### config.mk
export PLATFORM = sky130hd
export DESIGN_NAME = cc_stall_replay_buffer_flat
export DESIGN_NICKNAME = d
export VERILOG_FILES = /design/src/rtl/cc_stall_replay_buffer_pkg.sv /design/src/rtl/cc_stall_replay_buffer_if.sv /design/src/rtl/cc_stall_entry_select.sv /design/src/rtl/cc_stall_replay_buffer.sv /design/src/flat_wrapper.sv
export SDC_FILE = /design/constraint.sdc
export NUM_CORES = 2
export LEC_CHECK = 0
export ABC_AREA = 1
export BUFFER_PORTS_ARGS = -buffer_cell sky130_fd_sc_hd__buf_2
export CELL_PAD_IN_SITES_DETAIL_PLACEMENT = 0
export CELL_PAD_IN_SITES_GLOBAL_PLACEMENT = 1
export CORE_UTILIZATION = 35
export CTS_CLUSTER_SIZE = 30
export DETAILED_ROUTE_END_ITERATION = 12
export PLACE_DENSITY = 0.61
export SLEW_MARGIN = 5
export SYNTH_ARGS = -nofsm -noshare
export SYNTH_HDL_FRONTEND = slang
export SYNTH_SLANG_ARGS = --single-unit
### constraint.sdc
create_clock -name clk -period 74.3 [get_ports clk]
set_input_delay 14.86 -clock clk [delete_from_list [all_inputs] [get_ports clk]]
set_output_delay 14.86 -clock clk [all_outputs]
set_load 0.01 [all_outputs]
### src/rtl/cc_stall_replay_buffer_pkg.sv
// Shared coherence definitions for the stall/replay buffer.
//   - coherence_state_t / coherence_request_t : line states and request kinds
//   - cc_stall_entry_t                        : one parked request
//   - cc_stall_lookup()                       : 1 when (state, request) must stall
//   - CC_ADDR_W / CC_PAYLOAD_W                : storage widths of a parked entry
package cc_stall_replay_buffer_pkg;

    localparam int CC_ADDR_W    = 26;
    localparam int CC_PAYLOAD_W = 64;

    typedef enum logic [3:0] {
        CS_I    = 4'd0,
        CS_S    = 4'd1,
        CS_M    = 4'd2,
        CS_ISD  = 4'd3,
        CS_IMAD = 4'd4,
        CS_IMD  = 4'd5,
        CS_IMA  = 4'd6,
        CS_IUD  = 4'd7,
        CS_SMAD = 4'd8,
        CS_SMA  = 4'd9,
        CS_MIA  = 4'd10,
        CS_SIA  = 4'd11,
        CS_IIA  = 4'd12
    } coherence_state_t;

    typedef enum logic [3:0] {
        CR_LOAD            = 4'd0,
        CR_STORE           = 4'd1,
        CR_REPLACEMENT     = 4'd2,
        CR_RECALL          = 4'd3,
        CR_FLUSH           = 4'd4,
        CR_FWD_FLUSH       = 4'd5,
        CR_INV             = 4'd6,
        CR_FWD_GETS        = 4'd7,
        CR_FWD_GETM        = 4'd8,
        CR_LOAD_UNC        = 4'd9,
        CR_STORE_UNC       = 4'd10,
        CR_REPLACEMENT_UNC = 4'd11,
        CR_FLUSH_UNC       = 4'd12
    } coherence_request_t;

    typedef struct packed {
        coherence_request_t        req_type;
        logic [CC_ADDR_W-1:0]      address;
        logic [CC_PAYLOAD_W-1:0]   payload;
        logic                      woken;
    } cc_stall_entry_t;

    // Transient states block the requests that would race the pending
    // transaction; stable states (I, S, M) never stall.
    function automatic logic cc_stall_lookup(input coherence_state_t state,
                                             input coherence_request_t req);
        logic stall;
        stall = 1'b0;
        case (state)
            CS_ISD:
                stall = req inside {CR_LOAD, CR_STORE, CR_REPLACEMENT, CR_RECALL,
                                    CR_FWD_FLUSH, CR_INV};
            CS_IMAD, CS_IMD, CS_IMA:
                stall = req inside {CR_FLUSH, CR_LOAD, CR_STORE, CR_REPLACEMENT,
                                    CR_RECALL, CR_FWD_FLUSH, CR_FWD_GETS, CR_FWD_GETM};
            CS_IUD:
                stall = req inside {CR_LOAD_UNC, CR_STORE_UNC, CR_REPLACEMENT_UNC,
                                    CR_FLUSH_UNC};
            CS_SMAD, CS_SMA:
                stall = req inside {CR_FLUSH, CR_STORE, CR_REPLACEMENT, CR_FWD_FLUSH,
                                    CR_FWD_GETS, CR_FWD_GETM};
            CS_MIA, CS_SIA:
                stall = req inside {CR_LOAD, CR_STORE, CR_REPLACEMENT};
            CS_IIA:
                stall = req inside {CR_LOAD, CR_STORE, CR_RECALL, CR_REPLACEMENT};
            default:
                stall = 1'b0;
        endcase
        return stall;
    endfunction

endpackage

### src/rtl/cc_stall_replay_buffer_if.sv
// Bus between the cache controller (master) and the stall/replay buffer (slave).
//   req_*    : request classification / park channel
//   upd_*    : line state change notifications (no handshake, one per cycle)
//   replay_* : parked request reissue channel
//   occupancy / full : buffer status
// Handshakes: a request is parked on the cycle where req_valid & req_stall &
// req_ready are all high; with req_stall & !req_ready the master must hold the
// request. A replay transfers on replay_valid & replay_ready; while
// replay_valid is high without replay_ready the slave keeps replay_* stable,
// unless a newer update makes that entry stall again.
interface cc_stall_replay_buffer_if #(
    parameter int DEPTH     = 8,
    parameter int ADDR_W    = 26,
    parameter int PAYLOAD_W = 64
);
    import cc_stall_replay_buffer_pkg::*;

    logic                          req_valid;
    coherence_state_t              req_state;
    coherence_request_t            req_type;
    logic [ADDR_W-1:0]             req_address;
    logic [PAYLOAD_W-1:0]          req_payload;
    logic                          req_stall;
    logic                          req_ready;

    logic                          upd_valid;
    logic [ADDR_W-1:0]             upd_address;
    coherence_state_t              upd_state;

    logic                          replay_valid;
    logic                          replay_ready;
    coherence_request_t            replay_type;
    logic [ADDR_W-1:0]             replay_address;
    logic [PAYLOAD_W-1:0]          replay_payload;

    logic [$clog2(DEPTH+1)-1:0]    occupancy;
    logic                          full;

    modport master (
        output req_valid, req_state, req_type, req_address, req_payload,
        output upd_valid, upd_address, upd_state, replay_ready,
        input  req_stall, req_ready, replay_valid, replay_type,
        input  replay_address, replay_payload, occupancy, full
    );

    modport slave (
        input  req_valid, req_state, req_type, req_address, req_payload,
        input  upd_valid, upd_address, upd_state, replay_ready,
        output req_stall, req_ready, replay_valid, replay_type,
        output replay_address, replay_payload, occupancy, full
    );

endinterface

### src/rtl/cc_stall_entry_select.sv
// Replay candidate selection for the parked-request buffer.
//   valid / woken : per-entry status
//   address       : per-entry line address
//   age[i][j]     : entry j was parked before entry i and is still present
//   eligible      : woken entries with no older entry to the same line
//   grant         : lowest-index eligible entry, one-hot (zero when none)
module cc_stall_entry_select
    import cc_stall_replay_buffer_pkg::*;
#(
    parameter int DEPTH = 8
) (
    input  logic [DEPTH-1:0]     valid,
    input  logic [DEPTH-1:0]     woken,
    input  logic [CC_ADDR_W-1:0] address [DEPTH],
    input  logic [DEPTH-1:0]     age [DEPTH],
    output logic [DEPTH-1:0]     eligible,
    output logic [DEPTH-1:0]     grant
);

    logic [DEPTH-1:0] blocked;

    always_comb begin
        blocked = '0;
        for (int i = 0; i < DEPTH; i++) begin
            for (int j = 0; j < DEPTH; j++) begin
                if (age[i][j] && valid[j] && (address[j] == address[i])) begin
                    blocked[i] = 1'b1;
                end
            end
        end
        eligible = valid & woken & ~blocked;
        // Isolate the lowest set bit.
        grant    = eligible & (~eligible + DEPTH'(1));
    end

endmodule

### src/rtl/cc_stall_replay_buffer.sv
// Stall decision and replay buffer for the L1 cache controller.
//   clk, reset : clock, asynchronous active-high reset
//   bus        : slave side of cc_stall_replay_buffer_if
// A request that hits the stall table, or whose line already has a parked
// request, is parked in the lowest free slot. Line updates recompute the
// woken flag of every parked request to that line; woken requests replay
// oldest-first per line, lowest slot first across lines.
// ADDR_W / PAYLOAD_W must not exceed CC_ADDR_W / CC_PAYLOAD_W.
module cc_stall_replay_buffer
    import cc_stall_replay_buffer_pkg::*;
#(
    parameter int DEPTH     = 8,
    parameter int ADDR_W    = CC_ADDR_W,
    parameter int PAYLOAD_W = CC_PAYLOAD_W
) (
    input  logic                    clk,
    input  logic                    reset,
    cc_stall_replay_buffer_if.slave bus
);

    localparam int CNT_W = $clog2(DEPTH + 1);
    localparam int IDX_W = $clog2(DEPTH);

    cc_stall_entry_t          entries [DEPTH];
    logic [DEPTH-1:0]         valid;
    logic [DEPTH-1:0]         age [DEPTH];
    logic [DEPTH-1:0]         hold_mask;

    logic [CC_ADDR_W-1:0]     entry_addr [DEPTH];
    logic [DEPTH-1:0]         woken_vec;
    logic [DEPTH-1:0]         eligible;
    logic [DEPTH-1:0]         lowest_grant;
    logic [DEPTH-1:0]         grant;
    logic [DEPTH-1:0]         deq_mask;

    logic [CC_ADDR_W-1:0]     req_addr_ext;
    logic [CC_ADDR_W-1:0]     upd_addr_ext;
    logic                     conflict;
    logic                     stall;
    logic                     enq;
    logic                     replay_valid;
    logic [IDX_W-1:0]         alloc_idx;
    logic [CNT_W-1:0]         occ;
    cc_stall_entry_t          new_entry;

    coherence_request_t       rep_type;
    logic [CC_ADDR_W-1:0]     rep_addr;
    logic [CC_PAYLOAD_W-1:0]  rep_payload;

    assign req_addr_ext = CC_ADDR_W'(bus.req_address);
    assign upd_addr_ext = CC_ADDR_W'(bus.upd_address);

    always_comb begin
        for (int i = 0; i < DEPTH; i++) begin
            entry_addr[i] = entries[i].address;
            woken_vec[i]  = entries[i].woken;
        end
    end

    cc_stall_entry_select #(
        .DEPTH (DEPTH)
    ) u_select (
        .valid    (valid),
        .woken    (woken_vec),
        .address  (entry_addr),
        .age      (age),
        .eligible (eligible),
        .grant    (lowest_grant)
    );

    // A presented replay keeps its slot until accepted, even if a lower slot
    // becomes eligible meanwhile; it only drops if its own entry is re-cleared.
    assign grant        = (|(hold_mask & eligible)) ? hold_mask : lowest_grant;
    assign replay_valid = |grant;
    assign deq_mask     = (replay_valid && bus.replay_ready) ? grant : '0;

    // Occupancy, line conflict and lowest free slot, all from current state.
    always_comb begin
        occ       = '0;
        conflict  = 1'b0;
        alloc_idx = '0;
        for (int i = 0; i < DEPTH; i++) begin
            occ = occ + CNT_W'(valid[i]);
            if (valid[i] && (entries[i].address == req_addr_ext)) begin
                conflict = 1'b1;
            end
        end
        for (int i = DEPTH - 1; i >= 0; i--) begin
            if (!valid[i]) begin
                alloc_idx = IDX_W'(i);
            end
        end
    end

    assign stall = bus.req_valid & (cc_stall_lookup(bus.req_state, bus.req_type) | conflict);
    assign enq   = stall & (occ != CNT_W'(DEPTH));

    // A same-cycle update to the new request's line decides its woken flag.
    always_comb begin
        new_entry          = '0;
        new_entry.req_type = bus.req_type;
        new_entry.address  = req_addr_ext;
        new_entry.payload  = CC_PAYLOAD_W'(bus.req_payload);
        new_entry.woken    = bus.upd_valid && (upd_addr_ext == req_addr_ext) &&
                             !cc_stall_lookup(bus.upd_state, bus.req_type);
    end

    always_comb begin
        rep_type    = CR_LOAD;
        rep_addr    = '0;
        rep_payload = '0;
        for (int i = 0; i < DEPTH; i++) begin
            if (grant[i]) begin
                rep_type    = entries[i].req_type;
                rep_addr    = entries[i].address;
                rep_payload = entries[i].payload;
            end
        end
    end

    always_ff @(posedge clk or posedge reset) begin
        if (reset) begin
            valid     <= '0;
            hold_mask <= '0;
            for (int i = 0; i < DEPTH; i++) begin
                entries[i] <= '0;
                age[i]     <= '0;
            end
        end else begin
            hold_mask <= (replay_valid && !bus.replay_ready) ? grant : '0;
            for (int i = 0; i < DEPTH; i++) begin
                age[i] <= age[i] & ~deq_mask;
                if (deq_mask[i]) begin
                    valid[i] <= 1'b0;
                end else if (bus.upd_valid && valid[i] &&
                             (entries[i].address == upd_addr_ext)) begin
                    entries[i].woken <= !cc_stall_lookup(bus.upd_state, entries[i].req_type);
                end
            end
            if (enq) begin
                valid[alloc_idx]   <= 1'b1;
                entries[alloc_idx] <= new_entry;
                // An entry leaving this cycle is not older than anything.
                age[alloc_idx]     <= valid & ~deq_mask;
            end
        end
    end

    assign bus.req_stall      = stall;
    assign bus.req_ready      = (occ != CNT_W'(DEPTH));
    assign bus.replay_valid   = replay_valid;
    assign bus.replay_type    = rep_type;
    assign bus.replay_address = ADDR_W'(rep_addr);
    assign bus.replay_payload = PAYLOAD_W'(rep_payload);
    assign bus.occupancy      = occ;
    assign bus.full           = (occ == CNT_W'(DEPTH));

endmodule

### src/flat_wrapper.sv
// flat-port wrapper written by rule: the top's interface ports become plain ports
module cc_stall_replay_buffer_flat import cc_stall_replay_buffer_pkg::*;
#(
    parameter int DEPTH     = 8,
    parameter int ADDR_W    = CC_ADDR_W,
    parameter int PAYLOAD_W = CC_PAYLOAD_W
)
  (clk, reset, bus_req_valid, bus_req_state, bus_req_type, bus_req_address, bus_req_payload, bus_upd_valid, bus_upd_address, bus_upd_state, bus_replay_ready, bus_req_stall, bus_req_ready, bus_replay_valid, bus_replay_type, bus_replay_address, bus_replay_payload, bus_occupancy, bus_full);
  cc_stall_replay_buffer_if #(.DEPTH(DEPTH), .ADDR_W(ADDR_W), .PAYLOAD_W(PAYLOAD_W)) bus_i ();
  input  logic clk;
  input  logic reset;
  input wire logic [$bits(bus_i.req_valid)-1:0] bus_req_valid;
  input wire logic [$bits(bus_i.req_state)-1:0] bus_req_state;
  input wire logic [$bits(bus_i.req_type)-1:0] bus_req_type;
  input wire logic [$bits(bus_i.req_address)-1:0] bus_req_address;
  input wire logic [$bits(bus_i.req_payload)-1:0] bus_req_payload;
  input wire logic [$bits(bus_i.upd_valid)-1:0] bus_upd_valid;
  input wire logic [$bits(bus_i.upd_address)-1:0] bus_upd_address;
  input wire logic [$bits(bus_i.upd_state)-1:0] bus_upd_state;
  input wire logic [$bits(bus_i.replay_ready)-1:0] bus_replay_ready;
  output wire logic [$bits(bus_i.req_stall)-1:0] bus_req_stall;
  output wire logic [$bits(bus_i.req_ready)-1:0] bus_req_ready;
  output wire logic [$bits(bus_i.replay_valid)-1:0] bus_replay_valid;
  output wire logic [$bits(bus_i.replay_type)-1:0] bus_replay_type;
  output wire logic [$bits(bus_i.replay_address)-1:0] bus_replay_address;
  output wire logic [$bits(bus_i.replay_payload)-1:0] bus_replay_payload;
  output wire logic [$bits(bus_i.occupancy)-1:0] bus_occupancy;
  output wire logic [$bits(bus_i.full)-1:0] bus_full;
  assign bus_i.req_valid = bus_req_valid;
  assign bus_i.req_state = bus_req_state;
  assign bus_i.req_type = bus_req_type;
  assign bus_i.req_address = bus_req_address;
  assign bus_i.req_payload = bus_req_payload;
  assign bus_i.upd_valid = bus_upd_valid;
  assign bus_i.upd_address = bus_upd_address;
  assign bus_i.upd_state = bus_upd_state;
  assign bus_i.replay_ready = bus_replay_ready;
  assign bus_req_stall = bus_i.req_stall;
  assign bus_req_ready = bus_i.req_ready;
  assign bus_replay_valid = bus_i.replay_valid;
  assign bus_replay_type = bus_i.replay_type;
  assign bus_replay_address = bus_i.replay_address;
  assign bus_replay_payload = bus_i.replay_payload;
  assign bus_occupancy = bus_i.occupancy;
  assign bus_full = bus_i.full;
  cc_stall_replay_buffer #(.DEPTH(DEPTH), .ADDR_W(ADDR_W), .PAYLOAD_W(PAYLOAD_W)) u_core (.clk(clk), .reset(reset), .bus(bus_i));
endmodule
==> results.json <==
{
  "clk_pin_slew_ns": 0.06,
  "fin_area_um2": 61010,
  "fin_crit_sh": 0.4508,
  "place_area_um2": 57530,
  "wl_um": 340100,
  "num_rows": 146,
  "cellPowerDensity_nw_per_um2": 41.00,
  "wl_per_cell_um": 33.95,
  "synthTopCellsByArea": "dfrtp_1 38%, nand2_1 15%, o21ai_0 8.1%",
  "rsz0062_at_grt": "false",
  "setup_viol": 0,
  "htree_levels": 3,
  "crit_type": "input port to output port",
  "drive_gt1_frac": 0.08323,
  "clk_latency_ns": 0.78,
  "ios": 235,
  "dp_hpwl_um": 236700,
  "first_pass_iters": 8,
  "drc_errors": 0,
  "grt_pass1_vias": 53310,
  "route.vias.total": 58700,
  "layout_common_cells": "2228 x nand2_1, 901 x o21ai_0, 840 x dfrtp_1",
  "ys_seq_elements": 840,
  "fmax_mhz": 29.86,
  "finalMaxSlewViolations": 0,
  "syn_area_um2": 55780,
  "cap_violations": 0,
  "worst_setup_path_start_kind": "input port",
  "slew_headroom": 0.08748,
  "portBuffers": 234,
  "cts_sinks": 840,
  "ys_types": 54,
  "avgSynthCellArea_um2": 6.987,
  "die_x_um": 401.2,
  "final_util": 0.3852,
  "required_ns": 59.44,
  "grt_antenna_before_repair": 27,
  "area_growth_pct": 9.374,
  "final_cells": 10020,
  "design.die.area_um2": 161000,
  "ys.warnings.count": 0,
  "fp.dieH_um": 401.2,
  "cts.repair.resized": 0,
  "gr-total-overflow": 0,
  "gp_congestion": 1.143,
  "clk_path_buf_depth": 3,
  "ir_drop_mv": 0.02193,
  "worst_pin_slew_ns": 1.357,
  "finalHoldViolCount": 0,
  "p_leak_nw": 29.23,
  "tns_ns": 0,
  "synth_top_area_frac": 0.3768,
  "ant_nets": 0,
  "nNetsFinal": 7987,
  "initial_core_util": 0.3522,
  "dp.cells": 9814,
  "drt_iter0_markers": 8147,
  "grt_pass1_wl_um": 461500,
  "cp.arrival_ns": 18.63,
  "final_common_cell": "nand2_1",
  "status": "finished clean",
  "place_ws_ns": 41.15,
  "cts_root_buf": "clkbuf_16",
  "hold_buffers": 0,
  "worst_slack_ns": 40.81,
  "grt.total_usage": 0.4130,
  "worst_clock_skew_ns": 0.06741,
  "syn-num-nets": 8123,
  "grt_start_max_net_pins": 149,
  "routed_via_density": 5.860,
  "layout_min_cycle_time_ns": 33.49,
  "hp-class": "register to register",
  "syn-instance-count": 7983,
  "cts_tree": "done",
  "postCtsSetupBuffers": 0,
  "crit_fanout": 13,
  "endpoint_kind": "output port",
  "synth-seq-area-share": 0.3768,
  "cts_buffers": 103,
  "yosysTopAreaCell": "dfrtp_1",
  "coreArea_um2": 158400
}
==> where the power goes <==
part	leakage, nW	internal, mW	total, mW	switching (mW)
logic	16.3	0.375	1.26	0.887
registers	11.3	0.549	0.718	0.169
clock network	1.69	0.299	0.522	0.222
total	29.2	1.22	2.50	1.28
==> layout make-up <==
class                           count  area (um2)
Clock inverter                     43       505.5
Fill cell                       17100       97370
Sequential cell                   840       21020
Tap cell                         2072        2592
Antenna cell                       15       37.54
Inverter                          586        2235
Multi-Input combinational cell   5934       29350
Clock buffer                      145        2925
Timing Repair Buffer              382        2345
==> sequential cells by signal, summed over array words and instances (netlist names) <==
name,flops
u_core.age,64
u_core.entries,760
u_core.hold_mask,8
u_core.valid,8
==> Yosys cell counts (all sizes together) <==
library cell,instances
nand2,2249
inv,578
a311oi,1
nor3b,1
a22oi,2
clkbuf,271
nand4,135
ha,3
a221o,1
o2111a,1
a31oi,4
xnor2,366
dfrtp,840
or2,3
o21bai,1
o21ai,1088
a21oi,479
o31ai,3
a2111oi,15
o221ai,10
clkinv,8
o22ai,217
o2111ai,12
and3,3
a211oi,2
nor4b,2
xor2,213
nor3,37
nor4,60
nand3b,6
a221oi,27
nor2,831
a21boi,3
fa,4
nand3,145
buf,352
or4,8
o211ai,2
==> critical path: stages <==
cell	delay, ns
buf_2	0.29
inv_1	0.60
o22ai_1	0.20
a2111oi_1	1.15
nand4_1	0.45
o21ai_0	0.28
nor2_1	0.25
nand3_2	0.27
nand2_1	0.08
inv_1	0.06
buf_2	0.12
==> per-stage QoR <==
| stage | hold WS [ns] | power, mW |
|---|---|---|
| after CTS | 0.4873 | 2.467 |
| after global routing | 0.4992 | 2.603 |
| after global placement | 0.4645 | 1.935 |
| final | 0.4827 | 2.501 |
| after detailed placement | 0.4730 | 1.938 |
| after floorplan | 0.4533 | 1.380 |
==> logic make-up after synthesis <==
logic type / count (synthesis) / share of synthesized area
flops: 840 / 0.3768
xor+xnor: 579 / 0.09091
fa+ha+maj: 7 / 0.002109
simple gates: 3480 / 0.2516
compound gates: 1868 / 0.1792
buf+inv: 1209 / 0.09937
==> final timing paths <==
kind	startpoint	end	slack [ns]	cells past startpoint
max	bus_req_address[8]	bus_req_stall	40.81	11
min	u_core.entries[420]	u_core.entries[420]	0.48	2
max reg2reg	u_core.entries[646]	u_core.entries[380]	66.88	25
min reg2reg	u_core.entries[420]	u_core.entries[420]	0.48	2
max in group asynchronous	reset	u_core.entries[447]	56.73	5
min in group asynchronous	reset	u_core.entries[583]	14.31	2
==> layer usage <==
metal  global-route usage  part of all wire  vias up
met5                    0           0.00031        -
met4               0.2657             0.077       18
met3              0.09906             0.094      816
met2               0.5951              0.41     3328
met1               0.5512              0.41    28990
li1                     -                 -    25550
No activity file was read; power rests on OpenSTA's default activity.
